--- src/rtl/rv_dsp_pkg.sv ---
// Shared types and constants for the execute/write-back datapath.
package rv_dsp_pkg;
    localparam int XLEN       = 32;
    localparam int REG_ADDR_W = 5;
    localparam logic [REG_ADDR_W-1:0] REG_X0 = 5'd0;

    typedef struct packed {
        logic [REG_ADDR_W-1:0] rd;
        logic [XLEN-1:0]       data;
    } wb_entry_t;
endpackage

--- src/rtl/wb_sync_fifo.sv ---
// In-order result buffer; exposes every slot and its valid bit so the
// owner can search for outstanding destination registers.
module wb_sync_fifo #(
    parameter int DEPTH = 4,
    parameter int WIDTH = 37
) (
    input  logic             clk,
    input  logic             rst,
    input  logic             push,
    input  logic [WIDTH-1:0] push_data,
    input  logic             pop,
    output logic [WIDTH-1:0] pop_data,
    output logic             full,
    output logic             empty,
    output logic [WIDTH-1:0] entries [DEPTH],
    output logic [DEPTH-1:0] valid
);
    localparam int PW = $clog2(DEPTH);

    logic [PW:0]      wr_ptr_q, wr_ptr_d;
    logic [PW:0]      rd_ptr_q, rd_ptr_d;
    logic [DEPTH-1:0] vld_q, vld_d;
    logic [WIDTH-1:0] mem_q [DEPTH];
    logic             push_ok, pop_ok;

    // Extra wrap bit distinguishes full from empty when the indices coincide.
    assign full  = (wr_ptr_q[PW] != rd_ptr_q[PW]) && (wr_ptr_q[PW-1:0] == rd_ptr_q[PW-1:0]);
    assign empty = (wr_ptr_q == rd_ptr_q);

    assign push_ok = push && !full;
    assign pop_ok  = pop && !empty;

    always_comb begin
        wr_ptr_d = wr_ptr_q;
        rd_ptr_d = rd_ptr_q;
        vld_d    = vld_q;
        if (push_ok) begin
            wr_ptr_d                   = wr_ptr_q + (PW+1)'(1);
            vld_d[wr_ptr_q[PW-1:0]]    = 1'b1;
        end
        if (pop_ok) begin
            rd_ptr_d                   = rd_ptr_q + (PW+1)'(1);
            vld_d[rd_ptr_q[PW-1:0]]    = 1'b0;
        end
    end

    always_ff @(posedge clk or posedge rst) begin
        if (rst) begin
            wr_ptr_q <= '0;
            rd_ptr_q <= '0;
            vld_q    <= '0;
        end else begin
            wr_ptr_q <= wr_ptr_d;
            rd_ptr_q <= rd_ptr_d;
            vld_q    <= vld_d;
        end
    end

    always_ff @(posedge clk) begin
        if (push_ok) begin
            mem_q[wr_ptr_q[PW-1:0]] <= push_data;
        end
    end

    assign pop_data = mem_q[rd_ptr_q[PW-1:0]];
    assign entries  = mem_q;
    assign valid    = vld_q;
endmodule

--- src/rtl/regfile_wb_arbiter.sv ---
// Merges single-cycle ALU results and buffered DSP results onto the
// register file's single write port, and reports pending writes for hazard stalls.
module regfile_wb_arbiter
    import rv_dsp_pkg::*;
#(
    parameter int DATA_W         = XLEN,
    parameter int ADDR_W         = REG_ADDR_W,
    parameter int DSP_FIFO_DEPTH = 4
) (
    input  logic              clk,
    input  logic              rst,
    input  logic              alu_valid,
    output logic              alu_ready,
    input  logic [ADDR_W-1:0] alu_rd,
    input  logic [DATA_W-1:0] alu_data,
    input  logic              dsp_valid,
    output logic              dsp_ready,
    input  logic [ADDR_W-1:0] dsp_rd,
    input  logic [DATA_W-1:0] dsp_data,
    input  logic [ADDR_W-1:0] q_rs1,
    input  logic [ADDR_W-1:0] q_rs2,
    output logic              pend_rs1,
    output logic              pend_rs2,
    output logic              rf_we,
    output logic [ADDR_W-1:0] rf_waddr,
    output logic [DATA_W-1:0] rf_wdata
);
    localparam int ENTRY_W = $bits(wb_entry_t);

    logic                      fifo_full, fifo_empty;
    logic                      alu_fire, dsp_push, fifo_pop;
    wb_entry_t                 push_entry, head_entry;
    logic [ENTRY_W-1:0]        head_raw;
    logic [ENTRY_W-1:0]        fifo_entries [DSP_FIFO_DEPTH];
    logic [DSP_FIFO_DEPTH-1:0] fifo_valid;

    logic              rf_we_q, rf_we_d;
    logic [ADDR_W-1:0] rf_waddr_q, rf_waddr_d;
    logic [DATA_W-1:0] rf_wdata_q, rf_wdata_d;

    function automatic logic pending(
        input logic [ADDR_W-1:0]        q,
        input logic [ENTRY_W-1:0]       ent [DSP_FIFO_DEPTH],
        input logic [DSP_FIFO_DEPTH-1:0] vld,
        input logic                     out_we,
        input logic [ADDR_W-1:0]        out_addr
    );
        wb_entry_t e;
        logic      hit;
        hit = out_we && (out_addr == q);
        for (int i = 0; i < DSP_FIFO_DEPTH; i++) begin
            e = wb_entry_t'(ent[i]);
            if (vld[i] && (e.rd == q)) hit = 1'b1;
        end
        return hit && (q != REG_X0);
    endfunction

    // A full buffer stalls the ALU too, otherwise the DSP head could starve.
    assign alu_ready = !rst && !fifo_full;
    assign dsp_ready = !rst && !fifo_full;

    assign alu_fire = alu_valid && alu_ready;
    assign dsp_push = dsp_valid && dsp_ready && (dsp_rd != REG_X0);
    assign fifo_pop = !alu_fire && !fifo_empty;

    assign push_entry.rd   = dsp_rd;
    assign push_entry.data = dsp_data;
    assign head_entry      = wb_entry_t'(head_raw);

    wb_sync_fifo #(
        .DEPTH (DSP_FIFO_DEPTH),
        .WIDTH (ENTRY_W)
    ) u_dsp_fifo (
        .clk       (clk),
        .rst       (rst),
        .push      (dsp_push),
        .push_data (push_entry),
        .pop       (fifo_pop),
        .pop_data  (head_raw),
        .full      (fifo_full),
        .empty     (fifo_empty),
        .entries   (fifo_entries),
        .valid     (fifo_valid)
    );

    always_comb begin
        rf_we_d    = 1'b0;
        rf_waddr_d = rf_waddr_q;
        rf_wdata_d = rf_wdata_q;
        if (alu_fire) begin
            if (alu_rd != REG_X0) begin
                rf_we_d    = 1'b1;
                rf_waddr_d = alu_rd;
                rf_wdata_d = alu_data;
            end
        end else if (!fifo_empty) begin
            rf_we_d    = 1'b1;
            rf_waddr_d = head_entry.rd;
            rf_wdata_d = head_entry.data;
        end
    end

    always_ff @(posedge clk or posedge rst) begin
        if (rst) begin
            rf_we_q    <= 1'b0;
            rf_waddr_q <= '0;
            rf_wdata_q <= '0;
        end else begin
            rf_we_q    <= rf_we_d;
            rf_waddr_q <= rf_waddr_d;
            rf_wdata_q <= rf_wdata_d;
        end
    end

    assign rf_we    = rf_we_q;
    assign rf_waddr = rf_waddr_q;
    assign rf_wdata = rf_wdata_q;

    assign pend_rs1 = !rst && pending(q_rs1, fifo_entries, fifo_valid, rf_we_q, rf_waddr_q);
    assign pend_rs2 = !rst && pending(q_rs2, fifo_entries, fifo_valid, rf_we_q, rf_waddr_q);
endmodule
--- config.mk ---
export PLATFORM = sky130hd
export DESIGN_NAME = regfile_wb_arbiter
export DESIGN_NICKNAME = d
export VERILOG_FILES = /design/src/rtl/rv_dsp_pkg.sv /design/src/rtl/wb_sync_fifo.sv /design/src/rtl/regfile_wb_arbiter.sv
export SDC_FILE = /design/constraint.sdc
export NUM_CORES = 1
export LEC_CHECK = 0
export ABC_AREA = 1
export CAP_MARGIN = 30
export CORE_UTILIZATION = 56
export CTS_CLUSTER_SIZE = 25
export DETAILED_ROUTE_END_ITERATION = 6
export PLACE_DENSITY_LB_ADDON = 0.12
export SYNTH_ARGS = -nofsm -noshare
export SYNTH_HDL_FRONTEND = slang
export SYNTH_HIERARCHICAL = 1
export SYNTH_SLANG_ARGS = --single-unit
--- constraint.sdc ---
create_clock -name clk -period 6.65 [get_ports clk]
set_input_delay 1.995 -clock clk [delete_from_list [all_inputs] [get_ports clk]]
set_output_delay 1.995 -clock clk [all_outputs]
set_load 0.02 [all_outputs]
==> results.yml <==
global_routing:
  grt_usage: 0.269
  grt_first_pass_wirelength_um: 33100
  gr-total-overflow: 0
  grt_start_max_net_pins: 79
  grt_antenna_before_repair: 0
  grt_pass1_vias: 6420
yosys:
  synth_top_area_cell: "edfxtp_1"
  seq_area_frac_synth: 0.632
  synth-seq-cells: 196
  avgSynthCellArea_sq_um: 10.3
  synth_area_leaders: "edfxtp_1 50%, dfrtp_1 13%, nor2_1 7.7%"
  netlist.area_leader.share: 0.497
  synth_cell_types: 32
  syn_area_sq_um: 8940
  netlist_instances: 869
  yosysWarnings: 6
  syn_nets: 965
drt:
  first_pass_iters: 7
  ant_nets: 0
  via_per_inst: 5.43
  initialDrtViolationCount: 619
  drc: 0
  vias: 6542
  wl_per_cell_um: 17.4
  routed_wl_um: 20900
critical_path:
  path_class: "input pin to primary output"
  cp.arrival_ns: 4.02
  critPathLaunch: "q_rs2[1]"
  required_ns: 4.66
  startpoint_type: "input pin"
  crit_fanout: 7
  r2r-start: "u_dsp_fifo/rd_ptr_q[0]"
  crit_path_end_kind: "primary output"
min_path:
  worst_hold_startpoint: "rf_wdata[1]"
  min_path_type: "flip-flop to flip-flop"
floorplanning:
  pin_count: 130
  dieWidth_um: 128
  die_area_sq_um: 16500
  rows: 45
  core-area_sq_um: 15400
  start_util: 0.582
  die_h_um: 128
cells_and_area:
  post-route-util: 0.710
  final_net_count: 1077
  stdcell_count: 1205
  num_antenna_cells: 0
  drive_gt1_frac: 0.0704
  syn_to_final_growth_pct: 22.1
timing:
  finalHoldViolCount: 0
  slew_violations: 0
  max_freq_mhz: 166
  fin_tns_setup_ns: 0
  worst_pin_slew_ns: 0.994
  setup_viol: 0
  period_needed_ns: 6.01
  timing.slew.headroom: 0.337
  clock_skew_ns: 0.0127
  rsz0062_at_grt: "false"
  final.setup.worst_slack_ns: 0.635
  fin_crit_sh: 0.905
clocking:
  cts_tree: "done"
  ctsHoldBuffers: 0
  clk_latency_ns: 0.43
  path_clk_slew_ns: 0.07
  clockBufferDepth: 2
  cts_htree_levels: 4
  post_cts_buffers: 0
  cts_resized: 0
  ctsRootBufferMaster: "clkbuf_16"
  cts_sinks: 196
  cts_made_buffers: 17
pwr:
  power.share.clock: 0.223
  finalPower_mw: 4.64
  p_leak_nw: 4.22
  p_switching_mw: 1.73
  swShare: 0.374
  internal_power_mw: 2.90
  power_density_nw_per_um2: 425
  ir_worst_vdd_mv: 0.237
  combPwrFrac: 0.404
  seqPwrFrac: 0.373
placed_design:
  gp_congestion: 1.00
  pre_cts_slack_ns: 0.665
  hpwl_um: 13300
  port_buffers: 129
  place_inst: 1173
run_status:
  outcome: "finished, final reports clean"
run:
  maxCapViolCount: 0
-- synthesized netlist by cell type, drive strengths merged --
cell,number
xnor2,3
nand4,3
clkbuf,17
edfxtp,148
dfrtp,48
nor2,184
or2,1
o21ai,132
buf,26
nand2,132
xor2,8
nand3,26
a21oi,1
o22ai,37
nor3,1
o21a,33
ha,8
inv,61
-- state kept, by name (all words and copies together) (netlist names) --
name                 count
u_dsp_fifo/wr_ptr_q      3
u_dsp_fifo/rd_ptr_q      3
rf_we                    1
u_dsp_fifo/valid         4
rf_wdata                32
u_dsp_fifo/entries     148
rf_waddr                 5
-- power groups by stage --
| stage | clock (mW) | sequential [mW] | combinational (mW) |
|---|---|---|---|
| after CTS | 1.05 | 1.73 | 1.88 |
| after global routing | 1.10 | 1.76 | 2.07 |
| after floorplan | 0 | 1.87 | 1.18 |
| after global placement | 0 | 1.75 | 1.83 |
| after detailed placement | 0 | 1.75 | 1.87 |
| final | 1.03 | 1.73 | 1.87 |
-- cell usage in the layout, fill, tap and decap left out, types with 7 or more instances in the layout --
master / n
clkbuf_16: 17
clkdlybuf4s50_1: 129
dfrtp_1: 47
edfxtp_1: 148
ha_1: 8
inv_1: 53
nand2_1: 125
nand3_1: 24
nor2_1: 183
o21a_1: 33
o21ai_0: 109
o21ai_1: 13
o21ai_2: 10
o22ai_1: 37
xor2_1: 7
-- kinds of logic after synthesis --
kind of cell / Yosys count / share of synthesized area
adder cells (fa/ha/maj): 8 / 0.0112
AO/OA/AOI/OAI: 203 / 0.132
AND/OR/NAND/NOR: 347 / 0.158
XOR/XNOR: 11 / 0.0125
flip-flops: 196 / 0.632
buffers and inverters: 104 / 0.0549
-- worst paths after layout --
| kind | end | slack, ns | cells past startpoint |
|---|---|---|---|
| setup / recovery | pend_rs2 | 0.64 | 10 |
| hold / removal | rf_wdata[1] | 0.49 | 1 |
| setup reg to reg | rf_wdata[4] | 2.74 | 13 |
| hold reg to reg | rf_wdata[1] | 0.49 | 1 |
| max in group asynchronous | rf_wdata[9] | 4.27 | 3 |
| min in group asynchronous | u_dsp_fifo/rd_ptr_q[0] | 2.01 | 2 |
-- worst max-delay path: stages --
cell and delay, ns:
clkdlybuf4s50_1 0.65, inv_1 0.14, nand2_1 0.08, nand2_1 0.05
nor2_1 0.12, nand3_1 0.09, nand3_1 0.08, nor2_1 0.04
nor2_1 0.13, clkdlybuf4s50_1 0.63
-- metrics by stage --
step / area (sq um) / hold slack [ns]
after floorplan: 8940 / 0.503
after global placement: 10300 / 0.472
after detailed placement: 10300 / 0.479
after CTS: 10900 / 0.495
after global routing: 10900 / 0.510
final: 10900 / 0.489
-- cell type report --
class	instances	area, sq um
inverter	61	234
sequential	196	5650
fill	1142	4460
tap	211	264
clock inverter	13	165
timing repair buffer	136	1360
multi-input combinational	569	2800
clock buffer	19	443
-- routing by layer --
layer  track usage  wire length [um]  vias to the layer above
met2         0.451             10100                      220
li1              -                 -                     3184
met5             0                 0                        -
met3        0.0532              1220                       31
met1         0.349              9180                     3107
met4         0.105               429                        0
No activity file was read; power rests on OpenSTA's default activity.
